**config.mk**
```make
export PLATFORM = sky130hd
export DESIGN_NAME = gray_codec_pipe
export DESIGN_NICKNAME = d
export VERILOG_FILES = /design/src/rtl/gray_codec_pipe.sv
export SDC_FILE = /design/constraint.sdc
export NUM_CORES = 1
export LEC_CHECK = 0
export ABC_AREA = 1
export ABC_CLOCK_PERIOD_IN_PS = 2400
export BUFFER_PORTS_ARGS = -buffer_cell sky130_fd_sc_hd__buf_2
export CAP_MARGIN = 20
export CELL_PAD_IN_SITES_DETAIL_PLACEMENT = 0
export CELL_PAD_IN_SITES_GLOBAL_PLACEMENT = 2
export CORE_MARGIN = 8
export CORE_UTILIZATION = 29
export DETAILED_ROUTE_END_ITERATION = 10
export PLACE_DENSITY_LB_ADDON = 0.1
export SYNTH_ARGS = -nofsm -noshare
export SYNTH_HDL_FRONTEND = slang
export SYNTH_SLANG_ARGS = --single-unit
```
**constraint.sdc**
```tcl
create_clock -name clk -period 2.4 [get_ports clk]
set_input_delay 0.12 -clock clk [delete_from_list [all_inputs] [get_ports clk]]
set_output_delay 0.12 -clock clk [all_outputs]
set_load 0.005 [all_outputs]
```
**src/rtl/gray_codec_pipe.sv**
```systemverilog
// Pipelined Gray-code codec with valid/ready on both sides.
// Each beat carries its own mode: 00 bin2gray, 01 gray2bin, 10 gray increment,
// 11 passthrough. Register levels 0..C_PIPE_STAGES-1 each resolve one chunk of
// the gray2bin prefix-XOR chain (MSB first); the increment and re-encode happen
// in front of the last chunk register. Level C_PIPE_STAGES is the output
// register, so a beat accepted at edge N appears after edge N+C_PIPE_STAGES.
module gray_codec_pipe #(
   parameter int C_DATA_WIDTH  = 8,
   parameter int C_PIPE_STAGES = 2
) (
   input  logic                    clk,
   input  logic                    rst,
   input  logic                    s_valid,
   output logic                    s_ready,
   input  logic [C_DATA_WIDTH-1:0] s_data,
   input  logic [1:0]              s_mode,
   output logic                    m_valid,
   input  logic                    m_ready,
   output logic [C_DATA_WIDTH-1:0] m_data,
   output logic [1:0]              m_mode,
   output logic                    busy
);

   localparam int W  = C_DATA_WIDTH;
   localparam int S  = C_PIPE_STAGES;
   // bits of the prefix-XOR chain resolved per stage
   localparam int CH = (W + S - 1) / S;

   localparam logic [1:0] MODE_B2G  = 2'b00;
   localparam logic [1:0] MODE_G2B  = 2'b01;
   localparam logic [1:0] MODE_INC  = 2'b10;

   localparam logic [W-1:0] ONE = {{(W-1){1'b0}}, 1'b1};

   logic [S:0]        vld;
   logic [S:0][1:0]   mode_q;
   logic [S:0][W-1:0] data_q;
   logic [S:0][W-1:0] data_d;
   logic              advance;

   // Work done in front of register level k. Bit i of the chain sits at
   // distance W-1-i from the MSB and belongs to chunk (W-1-i)/CH. Level S
   // (the output register) matches no chunk and just copies.
   function automatic logic [W-1:0] stage_fn(input int k, input logic [1:0] mode,
                                             input logic [W-1:0] din);
      logic [W-1:0] r;
      r = din;
      if (mode == MODE_B2G) begin
         if (k == 0) r = din ^ (din >> 1);
      end else if (mode == MODE_G2B || mode == MODE_INC) begin
         for (int i = W - 2; i >= 0; i--) begin
            if ((W - 1 - i) / CH == k) r[i] = r[i+1] ^ r[i];
         end
         if (mode == MODE_INC && k == S - 1) begin
            r = r + ONE;
            r = r ^ (r >> 1);
         end
      end
      return r;
   endfunction

   assign advance = !vld[S] || m_ready;
   assign s_ready = advance && !rst;
   assign m_valid = vld[S];
   assign m_data  = data_q[S];
   assign m_mode  = mode_q[S];
   assign busy    = |vld;

   // Per-level next data: level 0 from the input port, others from the level before.
   always_comb begin
      data_d    = '0;
      data_d[0] = stage_fn(0, s_mode, s_data);
      for (int k = 1; k <= S; k++) begin
         data_d[k] = stage_fn(k, mode_q[k-1], data_q[k-1]);
      end
   end

   // Whole pipe shifts together on advance; bubbles travel like beats.
   always_ff @(posedge clk) begin
      if (rst) begin
         vld    <= '0;
         mode_q <= '0;
         data_q <= '0;
      end else if (advance) begin
         vld[0]    <= s_valid && s_ready;
         mode_q[0] <= s_mode;
         data_q[0] <= data_d[0];
         for (int k = 1; k <= S; k++) begin
            vld[k]    <= vld[k-1];
            mode_q[k] <= mode_q[k-1];
            data_q[k] <= data_d[k];
         end
      end
   end

endmodule

```
== Word level (Yosys, flattened, before mapping) ==
Index checks and enable logic that the tools add are counted.
Word-level totals
  bits in registers: 33
  input bits: 14
  output and inout bits: 13
Cells by class
  $add $sub $neg: 1
  eq/ne operators: 4
  multiplexer cells: 19
  bitwise gates (word level): 9
  reduce and logical (&&, ||, !) cells: 10
Operators with widths (number)
  $mux 8: 3
  $xor 8x7->8: 2
  $mux 1: 13
  $add 8x1->8 const B: 1
  $xor 1x1->1: 7
  $mux 3: 2
  $eq 2x1->1 const B: 2
  $eq 2x2->1 const B: 2
  $logic_not 2->1: 2
  $mux 4: 1
  $logic_or 1x1->1: 3
  $reduce_or 3->1: 1
  $logic_and 1x1->1: 2
  $logic_not 1->1: 2

== Longest topological paths before layout ==
  depth after elaboration: 18
  depth in mapped cells: 16
  mapped depth without buffers: 16

== Worst setup path after synthesis ==
Ideal clock, no wire load.
  path type: reg2reg
  start point: register data_q[3] (netlist name)
  end point: register data_q, in the netlist data_d[21]
  setup time: 0.121 ns
  arrival time: 2.296 ns
  setup slack: -0.017 ns
  stages on the path, launching flop included: 17
  period minus slack after synthesis: 2.417 ns
  cell sequence: dfxtp_1 inv_1 ha_1 inv_1 ha_1 inv_1 ha_1 inv_1 ha_1 nor2_2 inv_1 nand2_1 nand2_1 nand2_1 nand3_1 nand2_1 o21ai_0
Between the ends
  cells in the longest elaborated chain, start to end: 17
Ends and longest elaborated chain
  start: declaration: line 37  | logic [S:0][W-1:0] data_q;
  start signal: indexed assignment: line 91  | data_q[k] <= data_d[k];
  $xor 1x1->1 (*): line 52  | if ((W - 1 - i) / CH == k) r[i] = r[i+1] ^ r[i];
  $mux 1 (*): line 50  | end else if (mode == MODE_G2B || mode == MODE_INC) begin
  $mux 1 (*): line 48  | if (mode == MODE_B2G) begin
  $xor 1x1->1: line 52
  $mux 1: line 50
  $mux 1: line 48
  $xor 1x1->1: line 52
  $mux 1: line 50
  $mux 1: line 48
  $xor 1x1->1: line 52
  $mux 1: line 50
  $mux 1: line 48
  $add 8x1->8 (*): line 55  | r = r + ONE;
  $xor 8x7->8 (*): line 56  | r = r ^ (r >> 1);
  $mux 8 (*): line 54  | if (mode == MODE_INC && k == S - 1) begin
  $mux 8 (*): line 50
  $mux 8 (*): line 48
Mark *: on every way between the ends. The rest lies on a longest branch, timed or not. The select of a mux whose other input is x is not followed.
A chain may end at the register's enable or synchronous reset.

== Final worst setup path ==
  start point: register data_q[3] (netlist name)
  end point: register data_q, in the netlist data_d[18]
Between the ends
  cells in the longest elaborated chain, start to end: 17
Ends and longest elaborated chain (line)
  $xor 1x1->1 (*): 52
  $mux 1 (*): 50
  $mux 1 (*): 48
  $xor 1x1->1: 52
  $mux 1: 50
  $mux 1: 48
  $xor 1x1->1: 52
  $mux 1: 50
  $mux 1: 48
  $xor 1x1->1: 52
  $mux 1: 50
  $mux 1: 48
  $add 8x1->8: 55
  $xor 8x7->8: 56
  $mux 8 (*): 54
  $mux 8 (*): 50
  $mux 8 (*): 48
Marks and branches as above.

==> impl_metrics.env <==
export IMPL_status="completed"
export IMPL_timing_rr_end="data_d[18]$_SDFFE_PP0N_"
export IMPL_cts_root_buf="clkbuf_8"
export IMPL_worst_path_most_repeated_cell="inv_2"
export IMPL_period_share_pct=94.4
export IMPL_drt_iter0_markers=54
export IMPL_clk_latency_ps=280
export IMPL_drt_wl_total_um=5280
export IMPL_ys_types=26
export IMPL_num_nets_final=308
export IMPL_cts_inserted_buffers=5
export IMPL_relSlewSlack_pct=71.1
export IMPL_crit_slowest_cell="dfxtp_2"
export IMPL_finalSetupViolCount=0
export IMPL_cts_htree_levels=2
export IMPL_grt_pass1_vias=1725
export IMPL_synth_top_cell_area_share_pct=34.4
export IMPL_fin_worst_skew_ps=3.51
export IMPL_ys_seq_elements=33
export IMPL_crit_cells=16
export IMPL_worst_slack_ps=135
export IMPL_grt_start_max_net_pins=19
export IMPL_num_vias=1703
export IMPL_syn_nets=283
export IMPL_fin_util_pct=35.8
export IMPL_die_h_um=97.4
export IMPL_cpPeakStageDelay_ps=330
export IMPL_die_area_um2=9490
export IMPL_cp_data_required_time_ps=2620
export IMPL_crit_family="adder cells"
export IMPL_preCtsSetupSlack_ps=-110
export IMPL_place_gp_congestion=0.740
export IMPL_cts_sinks=33
export IMPL_synth_area_um2=1920
export IMPL_cp_end_kind="register"
export IMPL_yosysSeqAreaShare_pct=34.4
export IMPL_io_pins=27
export IMPL_crit_buf_inv=5
export IMPL_syn_area_per_cell_um2=7.34
export IMPL_synth_edf_count=0
export IMPL_yosysWarnings=0
export IMPL_dr_pass1_iters=6
export IMPL_synth_area_leaders="dfxtp_1, nand2_1, inv_1, o22ai_2, a21oi_1"
export IMPL_crit_fanout=4
export IMPL_ff2ff_path_depth=16
export IMPL_synthMuxAreaShare_pct=0
export IMPL_cp_cell_sequence="inv_2 > ha_4 > inv_2 > ha_4 > inv_2 > ha_4 > inv_2 > ha_4 > inv_2 > nand2_2 > nand2_2 > nand2_2 > nand2_2 > nand3_1 > nand2_1 > a21oi_1"
export IMPL_diodes=0
export IMPL_dpl_hpwl_um=3950
export IMPL_rr_startpoint="data_q[3]$_SDFFE_PP0N_"
export IMPL_synth_ff_type="dfxtp_1"
export IMPL_tns_ps=0
export IMPL_cp_arrival_ps=2480
export IMPL_powerDensity_nw_per_um2=678
export IMPL_final_layout_size_suffix_gt1_share_pct=29.5
export IMPL_track_usage_pct=11.2
export IMPL_crit_type="register to register"
export IMPL_startpoint_type="register"
export IMPL_hold_viol=0
export IMPL_async_flop_share_pct=0
export IMPL_row_count=29
export IMPL_synth_most_common_cell="nand2_1"
export IMPL_die_w_um=97.4
export IMPL_core_region_area_um2=6390
export IMPL_vias_per_cell=4.67
export IMPL_synthAdderAreaFrac_pct=4.55
export IMPL_syn_inst=262
export IMPL_drtAntennaViolNets=0
export IMPL_cts_clk_slew_worst_paths_ps=70
export IMPL_synthToLayoutAreaGrowth_pct=18.8
export IMPL_worst_pin_slew_ps=433
export IMPL_cap_violations=0
export IMPL_fillCellCount=716
export IMPL_design_power_total_uw=1550
export IMPL_clk_path_buf_depth=2
export IMPL_synth_compound_area_share_pct=21.5
export IMPL_peakVddDrop_mv=0.304
export IMPL_synth_xor_area_share_pct=0
export IMPL_synth_top_family_by_area="simple AND/OR/NAND/NOR gates"
export IMPL_hold_depth=3
export IMPL_drv_slew=0
export IMPL_antenna_found_initial=0
export IMPL_worstHoldEndpoint="vld[0]$_SDFFE_PP0N_"
export IMPL_worst_r2r_setup_slack_ps=130
export IMPL_overflow=0
export IMPL_portBuffers=26
export IMPL_grt_pass1_wl_um=8690
export IMPL_fin_crit_ps=2270
export IMPL_start_util_pct=30.1
export IMPL_ys_top_cells_by_count="nand2_1, inv_1, dfxtp_1"
export IMPL_cts_tree="built"
export IMPL_synth_area_leader_cell="dfxtp_1"
export IMPL_drcViolationCount=0
export IMPL_fmax_mhz=441
export IMPL_hold_buffers=0
export IMPL_hold_path_class="input port to register"
export IMPL_hold_start="s_valid"
export IMPL_leakage_uw=0.00104
export IMPL_synth_simple_gate_area_share_pct=23.3
export IMPL_avgRoutedWirePerCell_um=14.5
how the worst max path moves through the flow:
stage / start / end / slack (ps)
2_1_floorplan: data_q[3]$_SDFFE_PP0N_ / data_d[21]$_SDFFE_PP0N_ / 6
3_3_place_gp: data_q[3]$_SDFFE_PP0N_ / data_d[20]$_SDFFE_PP0N_ / -90
3_5_place_dp: data_q[3]$_SDFFE_PP0N_ / data_d[20]$_SDFFE_PP0N_ / -110
4_1_cts: data_q[3]$_SDFFE_PP0N_ / data_d[18]$_SDFFE_PP0N_ / 5
5_1_grt: data_q[3]$_SDFFE_PP0N_ / data_d[18]$_SDFFE_PP0N_ / -0.3
6_report: data_q[3]$_SDFFE_PP0N_ / data_d[18]$_SDFFE_PP0N_ / 130
metrics by stage:
stage | cells | hold WS [ps] | instance area (µm²)
floorplan | 262 | 233 | 1920
global placement | 354 | 320 | 2060
detailed placement | 354 | 326 | 2060
CTS | 362 | 30.1 | 2200
global route | 365 | 39.8 | 2280
finish | 365 | 33.3 | 2280
cells by family after synthesis:
logic type	Yosys count
AND/OR/NAND/NOR	97
buffers and inverters	66
AO/OA/AOI/OAI	59
flip-flops	33
adder cells (fa/ha/maj)	7
tightest hold or removal path, cell delays in order:
cell,delay [ps]
buf_2,70
nand2_1,40
o21ai_0,50
cells in the final DEF (no fill, tap or decap):
master / n
nor3_1: 3
inv_2: 9
nor2_2: 1
inv_4: 1
buf_4: 8
nand4_1: 3
a22o_1: 1
o32ai_2: 2
o21ai_1: 1
nor2_1: 6
inv_1: 40
nand2_2: 8
o22ai_1: 3
o22ai_2: 9
nor2_8: 2
dfxtp_2: 1
nand3_1: 18
bufinv_16: 1
ha_1: 3
o21ai_0: 14
a21oi_1: 22
nor2_4: 3
o21bai_1: 2
a221oi_1: 1
clkbuf_8: 6
dfxtp_1: 32
clkbuf_1: 1
nand2_1: 53
o21ai_2: 4
ha_4: 4
buf_2: 26
power breakdown:
group	switching [µW]	internal, µW
registers	24.9	586
logic	229	162
clock network	209	339
state kept, by name, indices dropped and copies added, names as in the netlist:
register / flops
data_d: 8
data_q: 8
m_data: 8
m_mode: 2
mode_q: 4
vld: 3
per-layer routing:
metal  part of all wire [%]  routed length, µm  up-vias  GRT usage (%)
met5                      0                  0        -              0
met4                    1.2                 65        0           3.61
met3                    4.0                210        7           3.20
met2                     47               2500       29           18.3
met1                     47               2500      775           13.6
li1                       -                  -      892              -
cell type report:
type,count,area [µm²],share of cell area (%)
clock inverters,1,30.0,1.31
flip-flops and latches,33,662,29.0
clock buffers,7,86.3,3.78
multi-input cells,163,1030,45.1
inverters,50,190,8.32
well taps,77,96.3,4.22
repair buffers,34,190,8.32
timing repair:
action                     4_1_cts  5_1_grt
resized for setup                3       20
hold endpoints to repair         0        0
setup buffers                    0        3
pin swaps                        0        9
setup endpoints to repair        6        6
Note: power is estimated with default switching activity, not from simulation.
